$ cat src/rtl/camera_frame_writer_if.sv
// rtl/camera_frame_writer_if.sv - MIG native user-interface write port (app_* command and write-data channels)
interface camera_frame_writer_if #(
  parameter int APP_DATA_WIDTH = 128,
  parameter int APP_ADDR_WIDTH = 28
);
  logic                      app_en;
  logic [2:0]                app_cmd;
  logic [APP_ADDR_WIDTH-1:0] app_addr;
  logic                      app_rdy;
  logic [APP_DATA_WIDTH-1:0] app_wdf_data;
  logic                      app_wdf_wren;
  logic                      app_wdf_end;
  logic                      app_wdf_rdy;

  modport master (
    output app_en, app_cmd, app_addr, app_wdf_data, app_wdf_wren, app_wdf_end,
    input  app_rdy, app_wdf_rdy
  );

  modport slave (
    input  app_en, app_cmd, app_addr, app_wdf_data, app_wdf_wren, app_wdf_end,
    output app_rdy, app_wdf_rdy
  );
endinterface

$ cat src/rtl/camera_frame_writer.sv
// rtl/camera_frame_writer.sv - camera word stream to MIG native writes with ping-pong frame buffers
// Optional frame size check: define CAMERA_FRAME_WRITER_SIZE_CHECK_EN to add the sticky size_err output.
module camera_frame_writer #(
  parameter int          BUS_WIDTH      = 96,
  parameter int          APP_DATA_WIDTH = 128,
  parameter int          APP_ADDR_WIDTH = 28,
  parameter int          ADDR_STEP      = 8,
  parameter int unsigned BUF0_BASE      = 32'h0000000,
  parameter int unsigned BUF1_BASE      = 32'h0400000,
  parameter int          FRAME_WORDS    = 407040
) (
  input  logic                 clk,
  input  logic                 rst,
  input  logic                 init_calib_complete,
  input  logic                 enable,
  output logic                 recieve_ready,
  input  logic                 in_progress,
  input  logic [BUS_WIDTH-1:0] data,
  input  logic                 data_valid,
  input  logic                 frame_end,
  camera_frame_writer_if.master app,
  output logic                 active_buf,
  output logic                 frame_done,
  output logic [19:0]          word_cnt
`ifdef CAMERA_FRAME_WRITER_SIZE_CHECK_EN
  ,
  output logic                 size_err
`endif
);

  localparam logic [APP_ADDR_WIDTH-1:0] BASE0 = APP_ADDR_WIDTH'(BUF0_BASE);
  localparam logic [APP_ADDR_WIDTH-1:0] BASE1 = APP_ADDR_WIDTH'(BUF1_BASE);
  localparam logic [APP_ADDR_WIDTH-1:0] STEP  = APP_ADDR_WIDTH'(ADDR_STEP);

  if (APP_DATA_WIDTH < BUS_WIDTH || FRAME_WORDS < 1 || FRAME_WORDS > (1 << 20)) begin : g_bad_params
    $error("camera_frame_writer: invalid parameter set");
  end

  typedef enum logic [1:0] {IDLE, REQ, WAIT, WRITE} state_t;

  state_t                    state, state_nxt;
  logic [APP_ADDR_WIDTH-1:0] addr_q;
  logic [APP_DATA_WIDTH-1:0] data_q;
  logic                      fe_cur, fe_prev;
  logic                      cmd_pend, wdf_pend;
  logic                      capture, write_done, frame_edge;

  assign capture    = (state == WAIT) && data_valid && !in_progress;
  // Each channel counts as done once accepted, either in this cycle or earlier.
  assign write_done = (state == WRITE) && (!cmd_pend || app.app_rdy) && (!wdf_pend || app.app_wdf_rdy);
  assign frame_edge = fe_cur && !fe_prev;

  assign recieve_ready    = (state == REQ);
  assign frame_done       = write_done && frame_edge;
  assign app.app_en       = cmd_pend;
  assign app.app_cmd      = 3'b000;
  assign app.app_addr     = addr_q;
  assign app.app_wdf_data = data_q;
  assign app.app_wdf_wren = wdf_pend;
  assign app.app_wdf_end  = wdf_pend;

  always_ff @(posedge clk) begin
    if (rst) begin
      state <= IDLE;
    end else begin
      state <= state_nxt;
    end
  end

  always_comb begin
    state_nxt = state;
    case (state)
      IDLE:    if (enable && init_calib_complete) state_nxt = REQ;
      REQ:     if (in_progress) state_nxt = WAIT;
      WAIT:    if (capture) state_nxt = WRITE;
      WRITE:   if (write_done) state_nxt = enable ? REQ : IDLE;
      default: state_nxt = IDLE;
    endcase
  end

  always_ff @(posedge clk) begin
    if (rst) begin
      addr_q     <= BASE0;
      data_q     <= '0;
      fe_cur     <= 1'b0;
      fe_prev    <= 1'b0;
      cmd_pend   <= 1'b0;
      wdf_pend   <= 1'b0;
      active_buf <= 1'b0;
      word_cnt   <= '0;
    end else begin
      if (capture) begin
        data_q   <= APP_DATA_WIDTH'(data);
        fe_cur   <= frame_end;
        fe_prev  <= fe_cur;
        cmd_pend <= 1'b1;
        wdf_pend <= 1'b1;
      end else begin
        if (app.app_rdy)     cmd_pend <= 1'b0;
        if (app.app_wdf_rdy) wdf_pend <= 1'b0;
      end

      if (write_done) begin
        if (frame_edge) begin
          active_buf <= !active_buf;
          addr_q     <= active_buf ? BASE0 : BASE1;
          word_cnt   <= '0;
        end else begin
          addr_q     <= addr_q + STEP;
          word_cnt   <= word_cnt + 20'd1;
        end
      end
    end
  end

`ifdef CAMERA_FRAME_WRITER_SIZE_CHECK_EN
  localparam logic [20:0] FRAME_WORDS_W = 21'(FRAME_WORDS);

  // The frame-end word is not yet in word_cnt, hence the +1.
  always_ff @(posedge clk) begin
    if (rst) begin
      size_err <= 1'b0;
    end else if (write_done && frame_edge && (({1'b0, word_cnt} + 21'd1) != FRAME_WORDS_W)) begin
      size_err <= 1'b1;
    end
  end
`endif

endmodule

$ cat src/flat_wrapper.sv
// flat-port wrapper written by rule: the top's interface ports become plain ports
module camera_frame_writer_flat 
#(
  parameter int          BUS_WIDTH      = 96,
  parameter int          APP_DATA_WIDTH = 128,
  parameter int          APP_ADDR_WIDTH = 28,
  parameter int          ADDR_STEP      = 8,
  parameter int unsigned BUF0_BASE      = 32'h0000000,
  parameter int unsigned BUF1_BASE      = 32'h0400000,
  parameter int          FRAME_WORDS    = 407040
)
  (clk, rst, init_calib_complete, enable, recieve_ready, in_progress, data, data_valid, frame_end, active_buf, frame_done, word_cnt, app_app_en, app_app_cmd, app_app_addr, app_app_wdf_data, app_app_wdf_wren, app_app_wdf_end, app_app_rdy, app_app_wdf_rdy);
  camera_frame_writer_if #(.APP_DATA_WIDTH(APP_DATA_WIDTH), .APP_ADDR_WIDTH(APP_ADDR_WIDTH)) app_i ();
  input  logic clk;
  input  logic rst;
  input  logic init_calib_complete;
  input  logic enable;
  output logic recieve_ready;
  input  logic in_progress;
  input  logic [BUS_WIDTH-1:0] data;
  input  logic data_valid;
  input  logic frame_end;
  output logic active_buf;
  output logic frame_done;
  output logic [19:0] word_cnt;
  output wire logic [$bits(app_i.app_en)-1:0] app_app_en;
  output wire logic [$bits(app_i.app_cmd)-1:0] app_app_cmd;
  output wire logic [$bits(app_i.app_addr)-1:0] app_app_addr;
  output wire logic [$bits(app_i.app_wdf_data)-1:0] app_app_wdf_data;
  output wire logic [$bits(app_i.app_wdf_wren)-1:0] app_app_wdf_wren;
  output wire logic [$bits(app_i.app_wdf_end)-1:0] app_app_wdf_end;
  input wire logic [$bits(app_i.app_rdy)-1:0] app_app_rdy;
  input wire logic [$bits(app_i.app_wdf_rdy)-1:0] app_app_wdf_rdy;
  assign app_app_en = app_i.app_en;
  assign app_app_cmd = app_i.app_cmd;
  assign app_app_addr = app_i.app_addr;
  assign app_app_wdf_data = app_i.app_wdf_data;
  assign app_app_wdf_wren = app_i.app_wdf_wren;
  assign app_app_wdf_end = app_i.app_wdf_end;
  assign app_i.app_rdy = app_app_rdy;
  assign app_i.app_wdf_rdy = app_app_wdf_rdy;
  camera_frame_writer #(.BUS_WIDTH(BUS_WIDTH), .APP_DATA_WIDTH(APP_DATA_WIDTH), .APP_ADDR_WIDTH(APP_ADDR_WIDTH), .ADDR_STEP(ADDR_STEP), .BUF0_BASE(BUF0_BASE), .BUF1_BASE(BUF1_BASE), .FRAME_WORDS(FRAME_WORDS)) u_core (.clk(clk), .rst(rst), .init_calib_complete(init_calib_complete), .enable(enable), .recieve_ready(recieve_ready), .in_progress(in_progress), .data(data), .data_valid(data_valid), .frame_end(frame_end), .app(app_i), .active_buf(active_buf), .frame_done(frame_done), .word_cnt(word_cnt));
endmodule
$ cat config.mk
export PLATFORM = sky130hd
export DESIGN_NAME = camera_frame_writer_flat
export DESIGN_NICKNAME = d
export VERILOG_FILES = /design/src/rtl/camera_frame_writer_if.sv /design/src/rtl/camera_frame_writer.sv /design/src/flat_wrapper.sv
export SDC_FILE = /design/constraint.sdc
export NUM_CORES = 1
export LEC_CHECK = 0
export ABC_CLOCK_PERIOD_IN_PS = 5220
export CAP_MARGIN = 40
export CORE_MARGIN = 2
export CORE_UTILIZATION = 44
export CTS_CLUSTER_SIZE = 14
export DETAILED_ROUTE_END_ITERATION = 12
export GPL_TIMING_DRIVEN = 0
export MAX_ROUTING_LAYER = met4
export PLACE_DENSITY = 0.85
export SETUP_SLACK_MARGIN = 0.05
export SYNTH_ARGS = -nofsm -noshare
export SYNTH_HDL_FRONTEND = slang
export SYNTH_SLANG_ARGS = --single-unit
$ cat constraint.sdc
create_clock -name clk -period 5.22 [get_ports clk]
set_input_delay 0.522 -clock clk [delete_from_list [all_inputs] [get_ports clk]]
set_output_delay 0.522 -clock clk [all_outputs]
set_load 0.01 [all_outputs]
Word level (Yosys, flattened, before mapping)
Index checks and enable logic that the tools add are counted.
{"block": "totals", "word_cells": 50, "latch_bits": 0, "romBits": 0, "input_bits": 105, "memories": 0, "reg_bits": 151, "ramBits": 0}
{"block": "op_classes", "mux": 13, "n_eq_ne": 7, "n_addsub": 2, "n_shift": 0, "n_bitwise": 0, "n_lt_le_gt_ge": 0, "n_reduce_logical": 19, "div": 0, "mul": 0}
{"cell": "28-bit by 4-bit adder with 28-bit output, second input constant", "count": 1}
{"cell": "28-bit two-way mux", "count": 1}
{"cell": "23-bit two-way mux", "count": 1}
{"cell": "20-bit by 1-bit adder with 20-bit output, second input constant", "count": 1}
{"cell": "20-bit two-way mux", "count": 1}
{"cell": "2-bit two-way mux", "count": 4}
{"cell": "2-bit by 1-bit != test with 1-bit output, second input constant", "count": 4}
{"cell": "2-bit one-hot mux with 4 select lines", "count": 1}
{"cell": "1-bit logical AND", "count": 7}
{"cell": "1-bit zero test", "count": 5}
{"cell": "1-bit two-way mux", "count": 5}
{"cell": "2-bit == test, second input constant", "count": 2}
{"cell": "4-bit AND reduction", "count": 1}
{"cell": "2-bit nonzero test", "count": 2}
{"cell": "2-bit by 1-bit == test with 1-bit output, second input constant", "count": 1}
{"cell": "2-bit zero test", "count": 1}
{"cell": "1-bit logical OR", "count": 2}
{"cell": "2-bit AND reduction", "count": 1}

Longest topological paths before layout
{"block": "depth", "ltp_word": 6, "ltp_mapped": 8, "mapped_depth_nobuf": 6}

Least setup slack after synthesis
No wires, ideal clock.
{"block": "synth_timing", "kind": "register to register", "start": "register u_core.state[0]", "end": "register u_core.word_cnt[19]", "path_slack_ps": 3303, "path_buffers": 1, "setup_time_ps": 119, "synth_period_minus_slack_ps": 1917, "t_required_ps": 5101, "arrival_ps": 1798, "path_stages_with_launch": 7, "cell_sequence": "dfxtp_1 > ha_1 > buf_4 > nand4_1 > or3_1 > or4_1 > mux2i_1"}
{"block": "synth_via", "elab_chain_len": 3}
{"item": "start, declared", "line": "camera_frame_writer.sv:41", "text": "state_t state, state_nxt;"}
{"item": "start signal, assigned", "line": "camera_frame_writer.sv:66", "text": "state <= state_nxt;"}
{"item": "2-bit == test", "line": "camera_frame_writer.sv:50", "text": "assign write_done = (state == WRITE) && (!cmd_pend || app.app_rdy) && (!wdf_pend || app.app_wdf_rdy);"}
{"item": "1-bit logical AND (2 in series)", "line": "camera_frame_writer.sv:50"}
{"item": "end signal, assigned", "line": "camera_frame_writer.sv:110", "text": "word_cnt <= word_cnt + 20'd1;"}
{"item": "end, declared", "line": "camera_frame_writer.sv:24", "text": "output logic [19:0] word_cnt"}
No other way between the ends.
A chain may end at the register's enable or synchronous reset.

Worst setup path after layout
{"block": "layout_timing", "start": "input port app_app_wdf_rdy", "end": "output port frame_done"}
{"block": "layout_via", "elab_chain_len": 3}
{"item": "start, declared", "line": "flat_wrapper.sv:33", "text": "input wire logic [$bits(app_i.app_wdf_rdy)-1:0] app_app_wdf_rdy;"}
{"item": "1-bit logical OR", "line": "camera_frame_writer.sv:50"}
{"item": "1-bit logical AND", "line": "camera_frame_writer.sv:50"}
{"item": "1-bit logical AND", "line": "camera_frame_writer.sv:54", "text": "assign frame_done = write_done && frame_edge;"}
{"item": "end, declared", "line": "flat_wrapper.sv:24", "text": "output logic frame_done;"}
No other way between the ends.

==> results.md <==
- Worst Hold Class: reg2reg
- CTS sink cnt: 148
- Die width: about 120 microns
- Critical path destination: frame_done
- # Post-CTS Setup Buffers: 0
- Slack of the critical path: 2.03 ns
- Final Net Count: 1185
- Leakage dissipation: 3.32 nW
- Period utilization: 61.0%
- P&R area growth vs syn: 56.7%
- Outcome: finished, final reports clean
- Routed vias/inst: 5.04
- Largest net degree at the start of global routing: 17
- Fillers: 1135
- Max Slew Vio Count: 0
- Cell count after synthesis: 767
- IO Pins: between 200 and 300
- Layout cells sized above 1: 7.09%
- WS Path Type: in2out
- Register Area: 2960 sq um
- Max IR drop VDD: 0.000263 V
- Syn_area_per_cell: about 8.0 sq um
- Final min period: roughly 3.2 ns
- Final Util: approximately 70%
- Post-synth top area cell: dfxtp_1
- Area contributors post-synth: dfxtp_1 (48%), nand2_1 (13%), a21oi_1 (11%)
- Clk Latency, worst-skew pair: 0.43 ns
- Commonest non-fill, non-tap cell in the layout: clkdlybuf4s50_1
- Dpl ws: 2.06 ns
- Num rows: 43
- Vias: between 6000 and 7000
- Worst-path clk slew: 0.06 ns
- Worst reg-to-reg path cell count: 8
- CP startpoint: app_app_wdf_rdy
- Pwr dens: 297 nW/um^2
- Worst-margin pin slew: 0.790 ns
- # H-tree levels: 4
- Synth Cell Area: 6150 sq um
- Ant diodes: 0
- Final setup viols: 0
- Capture point of the worst reg-to-reg path: u_core.app.app_wdf_data[50]
- Library cells used by synthesis: 43
- # DRC: 0
- Clock Path Buffers: 2
- I/O Buffers: 250
- WP data arrival: 2.66 ns
- First-pass GRT wire length: 29000 microns
- Wire length per cell: 15.1 microns
- RSZ-0062 raised after global routing: false
- Core area: 13800 sq um
- Die Y-Extent: roughly 120 microns
- EDFF count, synth: 0
- Root Buffer: clkbuf_16
- Worst r2r src: u_core.state[0]
- Required time at the endpoint of the critical path: 4.70 ns
- Grt ovf: 0
- Worst hold slack: 0.452 ns
- TritonCTS clock tree: yes
- DP HPWL: between 10000 and 15000 microns
- Multi-input gate area: 2820 sq um
- Seq/Total Area, Yosys: around half
- Top achievable clock speed: about 0.31 GHz
- Final Hold Violating Endpoints: 0
- Clock Skews: approximately 0.0054 ns
- Cts hold-fix bufs: 0
- Most frequent cells in the layout: clkdlybuf4s50_1 (250), nand2_1 (219), dfxtp_1 (148)
- Die area: 14900 sq um
- Reg2reg setup slack: 2.89 ns
- CP Max Fanout: 10
- DRT Pass-1 Iters: 5
- Initial antenna violation count: 0
- CP startpoint kind: input port
- Clock buffer count from CTS: 17
- MaxCap Viol Count: 0
- Effective utilization at floorplan: 44.7%
- Setup TNS: 0 ns
- Post-cts resize count: 0
- Hold_sp: u_core.app.app_wdf_data[9]
- Antenna Nets Post-Route: 0
- Final WL: 19100 microns
- Yosys warns: 0
- Vias in the first global route: 5799
- RD Place Congestion: 0.826
- Iter 0 DRT Violations: between 300 and 400
- Post-synth top area share: 48.2%
- Post-synthesis async set-or-reset flop share: 0%
- Slew HR: 47.1%
- Synth Flop Type: dfxtp_1
- Critical Path End Type: output pin
- Overall Global Routing Usage: 25.8%
- Flops & latches, synth: 148
-- layer usage --
| layer | vias to the layer above | GRT usage (%) | wire length [microns] |
|---|---|---|---|
| li1 | 3181 | - | - |
| met1 | 2912 | 28.7 | 7480 |
| met4 | 0 | 9.48 | 414 |
| met5 | - | - | 0 |
| met3 | 33 | 8.22 | 1470 |
| met2 | 260 | 43.5 | 9780 |
-- power by group --
group          internal, mW  switching [mW]
Sequential             1.17          0.0269
Combinational         0.205           0.184
Clock                 0.788           0.485
Total                  2.16           0.696
-- flip-flops by register name, indices dropped and copies added, names as in the netlist --
name,flops
u_core.state,2
u_core.fe_cur,1
u_core.app.app_addr,25
u_core.app.app_wdf_data,96
u_core.app.app_wdf_end,1
u_core.app.app_en,1
u_core.active_buf,1
u_core.fe_prev,1
u_core.word_cnt,20
-- worst min path at each step --
| stage | to | slack, ns | depth (start not counted) |
|---|---|---|---|
| floorplan | u_core.fe_prev | 0.45 | 2 |
| global placement | u_core.app.app_wdf_data[26] | 0.44 | 2 |
| detailed placement | u_core.app.app_wdf_data[9] | 0.45 | 2 |
| CTS | u_core.app.app_wdf_data[9] | 0.45 | 2 |
| global route | u_core.app.app_wdf_data[23] | 0.47 | 2 |
| finish | u_core.app.app_wdf_data[9] | 0.45 | 2 |
-- cell usage after synthesis, types with 6 or more instances --
master / count
nand2_1: 219
dfxtp_1: 148
a21oi_1: 131
buf_4: 40
clkbuf_1: 39
or4_1: 21
nand3_1: 17
nand4_1: 17
o31ai_1: 15
o21ai_0: 13
or3_1: 13
nor2_1: 10
and4_1: 8
inv_1: 8
buf_1: 7
ha_1: 7
nand2b_1: 6
-- critical path: stages --
cell and delay, ns:
clkdlybuf4s50_1 0.52, nand2b_1 0.12, clkbuf_1 0.21, clkbuf_1 0.40, nand3_1 0.22, inv_1 0.09
clkdlybuf4s50_1 0.57
-- logic make-up after synthesis --
| family | synth area share [%] |
|---|---|
| and+or+nand+nor | 25.0 |
| AOI/OAI and AO/OA | 15.5 |
| DFF | 48.2 |
| buffers and inverters | 8.34 |
| xor gates and xnor gates | 1.28 |
| adders and majority gates | 1.42 |
| muxes | 0.325 |
| other | 0.0610 |
-- per-stage QoR --
stage	std cells	total power [mW]	cell area (sq um)
after floorplan	804	1.41	6290
after global placement	1234	1.60	9020
after detailed placement	1234	1.61	9020
after CTS	1266	2.87	9640
after global routing	1266	2.97	9640
final	1266	2.86	9640
-- area by class of cell --
type                       count  share of cell area [%]
buffer                        88                    5.01
clock buffer                  20                    4.84
clock inverter                12                    1.60
timing repair buffer         250                    26.0
sequential                   148                    30.7
tap                          180                    2.34
multi-input combinational    560                    29.2
inverter                       8                   0.312
No activity file was read; power rests on OpenSTA's default activity.
